===== config.mk =====
export PLATFORM = sky130hd
export DESIGN_NAME = gps_sample_packer_flat
export DESIGN_NICKNAME = d
export VERILOG_FILES = /design/src/rtl/gps_sample_packer_pkg.sv /design/src/rtl/gps_sample_packer_if.sv /design/src/rtl/gps_sample_packer_sync_edge.sv /design/src/rtl/gps_sample_packer.sv /design/src/flat_wrapper.sv
export SDC_FILE = /design/constraint.sdc
export NUM_CORES = 1
export LEC_CHECK = 0
export CAP_MARGIN = 20
export CORE_MARGIN = 2
export CORE_UTILIZATION = 59
export CTS_CLUSTER_DIAMETER = 60
export CTS_CLUSTER_SIZE = 25
export DETAILED_ROUTE_END_ITERATION = 8
export PLACE_DENSITY = 0.86
export SLEW_MARGIN = 25
export SYNTH_ARGS = -nofsm -noshare
export SYNTH_HDL_FRONTEND = slang
export SYNTH_SLANG_ARGS = --single-unit

===== constraint.sdc =====
create_clock -name sys_clk -period 6.5 [get_ports sys_clk]
set_clock_uncertainty 0.05 [all_clocks]
set_input_delay 1.95 -clock sys_clk [delete_from_list [all_inputs] [get_ports sys_clk]]
set_output_delay 1.95 -clock sys_clk [all_outputs]
set_load 0.05 [all_outputs]

===== src/rtl/gps_sample_packer_pkg.sv =====
// rtl/gps_sample_packer_pkg.sv - shared types and default widths for the GPS sample packer
package gps_sample_packer_pkg;

    typedef enum logic [1:0] {
        ST_IDLE = 2'd0,
        ST_HUNT = 2'd1,
        ST_PACK = 2'd2
    } pack_state_t;

    localparam int DEF_WORD_W = 32;
    localparam int DEF_ADDR_W = 10;
    localparam int DEF_ERR_W  = 8;

endpackage


===== src/rtl/gps_sample_packer_if.sv =====
// rtl/gps_sample_packer_if.sv - front-end stream and sample-buffer write port bundle
interface gps_sample_packer_if
    import gps_sample_packer_pkg::*;
#(
    parameter int WORD_W = DEF_WORD_W,
    parameter int ADDR_W = DEF_ADDR_W,
    parameter int ERR_W  = DEF_ERR_W
);
    logic              gps_rec_clk;
    logic              gps_rec_data;
    logic              gps_rec_sync;
    logic              enable;
    logic              clear;
    logic [WORD_W-1:0] word_o;
    logic [ADDR_W-1:0] word_addr_o;
    logic              word_we_o;
    logic              wrap_o;
    logic              locked_o;
    logic [ERR_W-1:0]  sync_err_o;

    modport master (
        output gps_rec_clk, gps_rec_data, gps_rec_sync, enable, clear,
        input  word_o, word_addr_o, word_we_o, wrap_o, locked_o, sync_err_o
    );

    modport slave (
        input  gps_rec_clk, gps_rec_data, gps_rec_sync, enable, clear,
        output word_o, word_addr_o, word_we_o, wrap_o, locked_o, sync_err_o
    );
endinterface


===== src/rtl/gps_sample_packer_sync_edge.sv =====
// rtl/gps_sample_packer_sync_edge.sv - 2-FF synchronizer and rising-edge strobe for the front-end inputs
module gps_sample_packer_sync_edge (
    input  logic clk,
    input  logic rst_n,
    input  logic rec_clk,
    input  logic rec_data,
    input  logic rec_sync,
    output logic smp,
    output logic smp_data,
    output logic smp_sync
);
    // bit 2 = front-end clock, bit 1 = data, bit 0 = sync
    logic [2:0] meta_q, meta_d;
    logic [2:0] stab_q, stab_d;
    logic       clk_prev_q, clk_prev_d;
    logic       smp_q, smp_d;
    logic       smp_data_q, smp_data_d;
    logic       smp_sync_q, smp_sync_d;

    always_comb begin
        meta_d     = {rec_clk, rec_data, rec_sync};
        stab_d     = meta_q;
        clk_prev_d = stab_q[2];
        // data and sync come from the same stage as the edge so they stay aligned to it
        smp_d      = stab_q[2] & ~clk_prev_q;
        smp_data_d = stab_q[1];
        smp_sync_d = stab_q[0];
    end

    always_ff @(posedge clk or negedge rst_n) begin
        if (!rst_n) begin
            meta_q     <= '0;
            stab_q     <= '0;
            clk_prev_q <= 1'b0;
            smp_q      <= 1'b0;
            smp_data_q <= 1'b0;
            smp_sync_q <= 1'b0;
        end else begin
            meta_q     <= meta_d;
            stab_q     <= stab_d;
            clk_prev_q <= clk_prev_d;
            smp_q      <= smp_d;
            smp_data_q <= smp_data_d;
            smp_sync_q <= smp_sync_d;
        end
    end

    assign smp      = smp_q;
    assign smp_data = smp_data_q;
    assign smp_sync = smp_sync_q;
endmodule


===== src/rtl/gps_sample_packer.sv =====
// rtl/gps_sample_packer.sv - packs the front-end bit stream into sync-aligned words with buffer addresses
module gps_sample_packer
    import gps_sample_packer_pkg::*;
#(
    parameter int WORD_W = DEF_WORD_W,
    parameter int ADDR_W = DEF_ADDR_W,
    parameter int ERR_W  = DEF_ERR_W
) (
    input  logic sys_clk,
    input  logic sys_rst,
    gps_sample_packer_if.slave bus
);
    localparam int IDX_W = $clog2(WORD_W);
    localparam logic [IDX_W-1:0] IDX_LAST = IDX_W'(WORD_W - 1);

    logic smp, smp_data, smp_sync;

    gps_sample_packer_sync_edge u_sync_edge (
        .clk      (sys_clk),
        .rst_n    (sys_rst),
        .rec_clk  (bus.gps_rec_clk),
        .rec_data (bus.gps_rec_data),
        .rec_sync (bus.gps_rec_sync),
        .smp      (smp),
        .smp_data (smp_data),
        .smp_sync (smp_sync)
    );

    pack_state_t       state_q, state_d;
    logic [IDX_W-1:0]  idx_q, idx_d;
    logic [WORD_W-1:0] shreg_q, shreg_d;
    logic [ADDR_W-1:0] addr_q, addr_d;
    logic [ERR_W-1:0]  err_q, err_d;
    logic [WORD_W-1:0] word_q, word_d;
    logic [ADDR_W-1:0] word_addr_q, word_addr_d;
    logic              we_q, we_d;
    logic              wrap_q, wrap_d;
    logic              locked_q, locked_d;
    logic [WORD_W-1:0] asm_word;
    logic [WORD_W-1:0] start_word;

    always_comb begin
        state_d     = state_q;
        idx_d       = idx_q;
        shreg_d     = shreg_q;
        addr_d      = addr_q;
        err_d       = err_q;
        word_d      = word_q;
        word_addr_d = word_addr_q;
        we_d        = 1'b0;
        wrap_d      = 1'b0;

        asm_word          = shreg_q;
        asm_word[idx_q]   = smp_data;
        start_word        = '0;
        start_word[0]     = smp_data;

        if (bus.clear) begin
            addr_d  = '0;
            err_d   = '0;
            idx_d   = '0;
            shreg_d = '0;
            state_d = bus.enable ? ST_HUNT : ST_IDLE;
        end else if (!bus.enable) begin
            idx_d   = '0;
            shreg_d = '0;
            state_d = ST_IDLE;
        end else begin
            case (state_q)
                ST_IDLE: state_d = ST_HUNT;
                ST_HUNT: begin
                    if (smp && smp_sync) begin
                        shreg_d = start_word;
                        idx_d   = IDX_W'(1);
                        state_d = ST_PACK;
                    end
                end
                ST_PACK: begin
                    if (smp) begin
                        if (smp_sync && idx_q != '0) begin
                            // early sync: drop the partial word and realign on this sample
                            if (err_q != '1) err_d = err_q + 1'b1;
                            shreg_d = start_word;
                            idx_d   = IDX_W'(1);
                        end else if (idx_q == IDX_LAST) begin
                            word_d      = asm_word;
                            word_addr_d = addr_q;
                            we_d        = 1'b1;
                            wrap_d      = &addr_q;
                            addr_d      = addr_q + 1'b1;
                            idx_d       = '0;
                            shreg_d     = '0;
                        end else begin
                            shreg_d = asm_word;
                            idx_d   = idx_q + 1'b1;
                        end
                    end
                end
                default: state_d = ST_IDLE;
            endcase
        end

        locked_d = (state_d == ST_PACK);
    end

    always_ff @(posedge sys_clk or negedge sys_rst) begin
        if (!sys_rst) begin
            state_q     <= ST_IDLE;
            idx_q       <= '0;
            shreg_q     <= '0;
            addr_q      <= '0;
            err_q       <= '0;
            word_q      <= '0;
            word_addr_q <= '0;
            we_q        <= 1'b0;
            wrap_q      <= 1'b0;
            locked_q    <= 1'b0;
        end else begin
            state_q     <= state_d;
            idx_q       <= idx_d;
            shreg_q     <= shreg_d;
            addr_q      <= addr_d;
            err_q       <= err_d;
            word_q      <= word_d;
            word_addr_q <= word_addr_d;
            we_q        <= we_d;
            wrap_q      <= wrap_d;
            locked_q    <= locked_d;
        end
    end

    assign bus.word_o      = word_q;
    assign bus.word_addr_o = word_addr_q;
    assign bus.word_we_o   = we_q;
    assign bus.wrap_o      = wrap_q;
    assign bus.locked_o    = locked_q;
    assign bus.sync_err_o  = err_q;
endmodule


===== src/flat_wrapper.sv =====
// flat-port wrapper written by rule: the top's interface ports become plain ports
module gps_sample_packer_flat import gps_sample_packer_pkg::*;
#(
    parameter int WORD_W = DEF_WORD_W,
    parameter int ADDR_W = DEF_ADDR_W,
    parameter int ERR_W  = DEF_ERR_W
)
  (sys_clk, sys_rst, bus_gps_rec_clk, bus_gps_rec_data, bus_gps_rec_sync, bus_enable, bus_clear, bus_word_o, bus_word_addr_o, bus_word_we_o, bus_wrap_o, bus_locked_o, bus_sync_err_o);
  gps_sample_packer_if #(.WORD_W(WORD_W), .ADDR_W(ADDR_W), .ERR_W(ERR_W)) bus_i ();
  input  logic sys_clk;
  input  logic sys_rst;
  input wire logic [$bits(bus_i.gps_rec_clk)-1:0] bus_gps_rec_clk;
  input wire logic [$bits(bus_i.gps_rec_data)-1:0] bus_gps_rec_data;
  input wire logic [$bits(bus_i.gps_rec_sync)-1:0] bus_gps_rec_sync;
  input wire logic [$bits(bus_i.enable)-1:0] bus_enable;
  input wire logic [$bits(bus_i.clear)-1:0] bus_clear;
  output wire logic [$bits(bus_i.word_o)-1:0] bus_word_o;
  output wire logic [$bits(bus_i.word_addr_o)-1:0] bus_word_addr_o;
  output wire logic [$bits(bus_i.word_we_o)-1:0] bus_word_we_o;
  output wire logic [$bits(bus_i.wrap_o)-1:0] bus_wrap_o;
  output wire logic [$bits(bus_i.locked_o)-1:0] bus_locked_o;
  output wire logic [$bits(bus_i.sync_err_o)-1:0] bus_sync_err_o;
  assign bus_i.gps_rec_clk = bus_gps_rec_clk;
  assign bus_i.gps_rec_data = bus_gps_rec_data;
  assign bus_i.gps_rec_sync = bus_gps_rec_sync;
  assign bus_i.enable = bus_enable;
  assign bus_i.clear = bus_clear;
  assign bus_word_o = bus_i.word_o;
  assign bus_word_addr_o = bus_i.word_addr_o;
  assign bus_word_we_o = bus_i.word_we_o;
  assign bus_wrap_o = bus_i.wrap_o;
  assign bus_locked_o = bus_i.locked_o;
  assign bus_sync_err_o = bus_i.sync_err_o;
  gps_sample_packer #(.WORD_W(WORD_W), .ADDR_W(ADDR_W), .ERR_W(ERR_W)) u_core (.sys_clk(sys_clk), .sys_rst(sys_rst), .bus(bus_i));
endmodule

==> summary.txt <==
Status
  – Status: complete, no violations

STA
  – RSZ-0062 raised after global routing: false
  – Worst-Margin Slew: 917 ps
  – Max-slew violations: 0
  – # setup viols final: 0
  – Slew HR: approximately two fifths
  – Final Hold Viols: 0
  – Setup TNS: 0 ps
  – Shortest period the worst path allows: 4340 ps
  – Final worst path period share: 66.7%
  – Fmax: ~230 MHz

Clock network
  – CTS tree: done
  – H-tree Lvls: 3
  – Insertion delay to the later sink of the worst-skew pair: roughly 380 ps
  – Cts hold-fix bufs: 0
  – Sink Count: roughly 110
  – CTS max path bufs: 2
  – Number of setup buffers added after CTS: 0
  – Clk slew on worst S/H paths: 100 ps
  – Post-cts sizing count: 0
  – Clock root buffer: clkbuf_8
  – Cts bufs inserted: 9

Global routing
  – Initial antenna violation count: 0
  – Global-route usage over all layers: between 20% and 30%
  – Vias in the first global route: roughly 4,000
  – Pin count of the biggest net entering global routing: between 60 and 70
  – First-pass GRT wire length: 19,200 µm
  – Total grt overflow: 0

Die
  – IO Pins: 60
  – Core ar.: roughly 0.0087 mm²
  – Die W: slightly below 100 µm
  – Starting Density: between 60% and 70%
  – Overall die area: 0.00970 mm²
  – Die Ht: 98.5 µm
  – Site Rows: 34

Logic synthesis
  – Syn Area/Cell: slightly above 10 µm²
  – EDFF count, synth: 0
  – Primary FF master, synth: dfrtp_1
  – Synthesized cell area: 0.00527 mm²
  – Syn nets: ~540
  – Seq/Total Area, Yosys: between 50% and 60%
  – Flops & latches, synth: 112
  – Syn Inst Count: approximately 520
  – YS warnings: 0
  – Synth area leader: dfrtp_1
  – Post-synth ARST share: 100%
  – Synth top area cells: dfrtp_1 (53%), a21oi_1 (7.6%), mux2i_1 (6.5%)
  – Top-area cell type share of the netlist area: 53.2%
  – Yosys cell types: 45

Power and ir drop
  – Pwr Density: 191 mW/mm²
  – Peak VDD IR: approximately 130 µV
  – Overall power: about 1200 µW
  – Leakage: ~0.0027 µW

Place
  – Placer Congestion: between 0.7 and 0.8
  – PortBufs: between 50 and 60
  – Placed insts: around 660
  – DPL Wire Length: roughly 7300 µm

Worst setup path
  – Worst-path fanout max: 35
  – Crit path DAT: about 4600 ps
  – CP required: roughly 6700 ps
  – FF-to-FF setup slack: 3370 ps
  – Critical path class: input pin to register
  – Crit start category: input pin
  – Worst setup EP type: register

Drt
  – Vias: 4,051
  – Final wirelength: 11,200 µm
  – Via-to-Cell Ratio: between 5 and 6
  – Starting DRT DRC Count: between 200 and 300
  – Pre-Repair DR Iteration Count: 4
  – Routed Antenna Nets: 0
  – DR WL/cell: 16.4 µm
  – DR DRC count: 0

Cells and area
  – Nets: 585
  – Commonest non-fill, non-tap cell in the layout: dfrtp_1
  – ANT cells: 0
  – Non-filler cells, final: 680
  – Layout cell share with drive strength beyond 1: between 7 and 8%
  – Area delta synth->final: 15.4%
  – Most frequent cells in the layout: dfrtp_1 (112), a21oi_1 (80), clkdlybuf4s50_1 (58)

Job
  – Max Cap Viol: 0

Worst hold path
  – Worst hold path class: register to register
[flip-flops by register name (all words and copies together), names as in the netlist]
signal	flops
u_core.bus.word_we_o	1
u_core.state_q	2
u_core.u_sync_edge.smp_sync	1
u_core.u_sync_edge.clk_prev_q	1
u_core.bus.wrap_o	1
u_core.bus.sync_err_o	8
u_core.bus.locked_o	1
u_core.bus.word_o	32
u_core.u_sync_edge.smp	1
u_core.idx_q	5
u_core.addr_q	10
u_core.u_sync_edge.smp_data	1
u_core.u_sync_edge.stab_q	3
u_core.bus.word_addr_o	10
u_core.u_sync_edge.meta_q	3
u_core.shreg_q	32
[worst max-delay path: stages]
cell and delay [ps]:
clkdlybuf4s50_1 790, or4bb_1 710, a21oi_4 140, buf_4 350
nand3_1 120, buf_4 260, o22ai_1 230
[cell type report]
cell class	count	area, µm²
Sequential cell	112	2800
Tap cell	108	135
Clock buffer	9	124
Multi-Input combinational cell	339	2170
Fill cell	649	2600
Clock inverter	7	62.6
Timing Repair Buffer	65	633
Inverter	40	150
[routing by layer]
metal | vias up | wire length (µm) | global-route usage, %
li1 | 1924 | - | -
met1 | 1999 | 4820 | 32.8
met2 | 110 | 5630 | 38.9
met3 | 18 | 500 | 3.90
met4 | 0 | 212 | 8.85
met5 | - | 0 | 0
[cell families (layout without fill, tap and decap cells)]
logic type	after synthesis	in the layout	share of synthesized area (%)
AO/OA/AOI/OAI	143	143	16.0
AND/OR/NAND/NOR	137	137	13.2
flip-flops	112	112	53.2
buffers and inverters	73	121	5.72
multiplexers	44	44	8.59
adder cells (fa/ha/maj)	11	11	2.61
XOR/XNOR	4	4	0.665
[worst paths after layout]
path,end,start,cells after the start
setup / recovery,u_core.shreg_q[20],bus_clear,7
hold / removal,u_core.u_sync_edge.smp_sync,u_core.u_sync_edge.stab_q[0],0
setup reg to reg,u_core.shreg_q[20],u_core.idx_q[0],9
hold reg to reg,u_core.u_sync_edge.smp_sync,u_core.u_sync_edge.stab_q[0],0
max in group asynchronous,u_core.u_sync_edge.smp_sync,sys_rst,2
min in group asynchronous,u_core.bus.word_o[6],sys_rst,1
[synth_stat cells, types with 2 or more instances]
master	n
and2_1	3
o31ai_1	9
o22ai_1	31
xnor2_1	2
nand4_1	4
nand2b_1	4
mux2_2	10
a21boi_0	2
clkbuf_1	19
nand3_1	30
buf_1	2
buf_6	2
and4_1	2
nor2_1	42
inv_1	40
nor2b_1	8
o21a_1	2
or4_1	8
mux2i_1	34
ha_1	11
o21ai_0	7
buf_2	10
dfrtp_1	112
or3_1	3
xor2_1	2
a211oi_1	3
o211ai_1	2
a21oi_1	80
nand2_1	24
[report_power, final]
| group | leakage (µW) | switching [µW] | total, µW | internal (µW) |
|---|---|---|---|---|
| clock | 0.0000980 | 254 | 402 | 148 |
| sequential | 0.00154 | 4.19 | 705 | 700 |
| combinational | 0.00107 | 37.6 | 53.1 | 15.5 |
| total | 0.00271 | 296 | 1160 | 864 |
[per-stage QoR]
| stage | utilization, % | instance area (µm²) | setup slack, ps | hold slack (ps) |
|---|---|---|---|---|
| 6_report | 70.1 | 6080 | 2160 | 311 |
| 5_1_grt | 70.1 | 6080 | 1920 | 320 |
| 4_1_cts | 70.1 | 6080 | 2180 | 312 |
| 3_5_place_dp | 67.9 | 5890 | 1770 | 286 |
| 3_3_place_gp | 67.9 | 5890 | 1880 | 282 |
| 2_1_floorplan | - | 5270 | 3230 | 281 |
No activity file was read; power rests on OpenSTA's default activity.
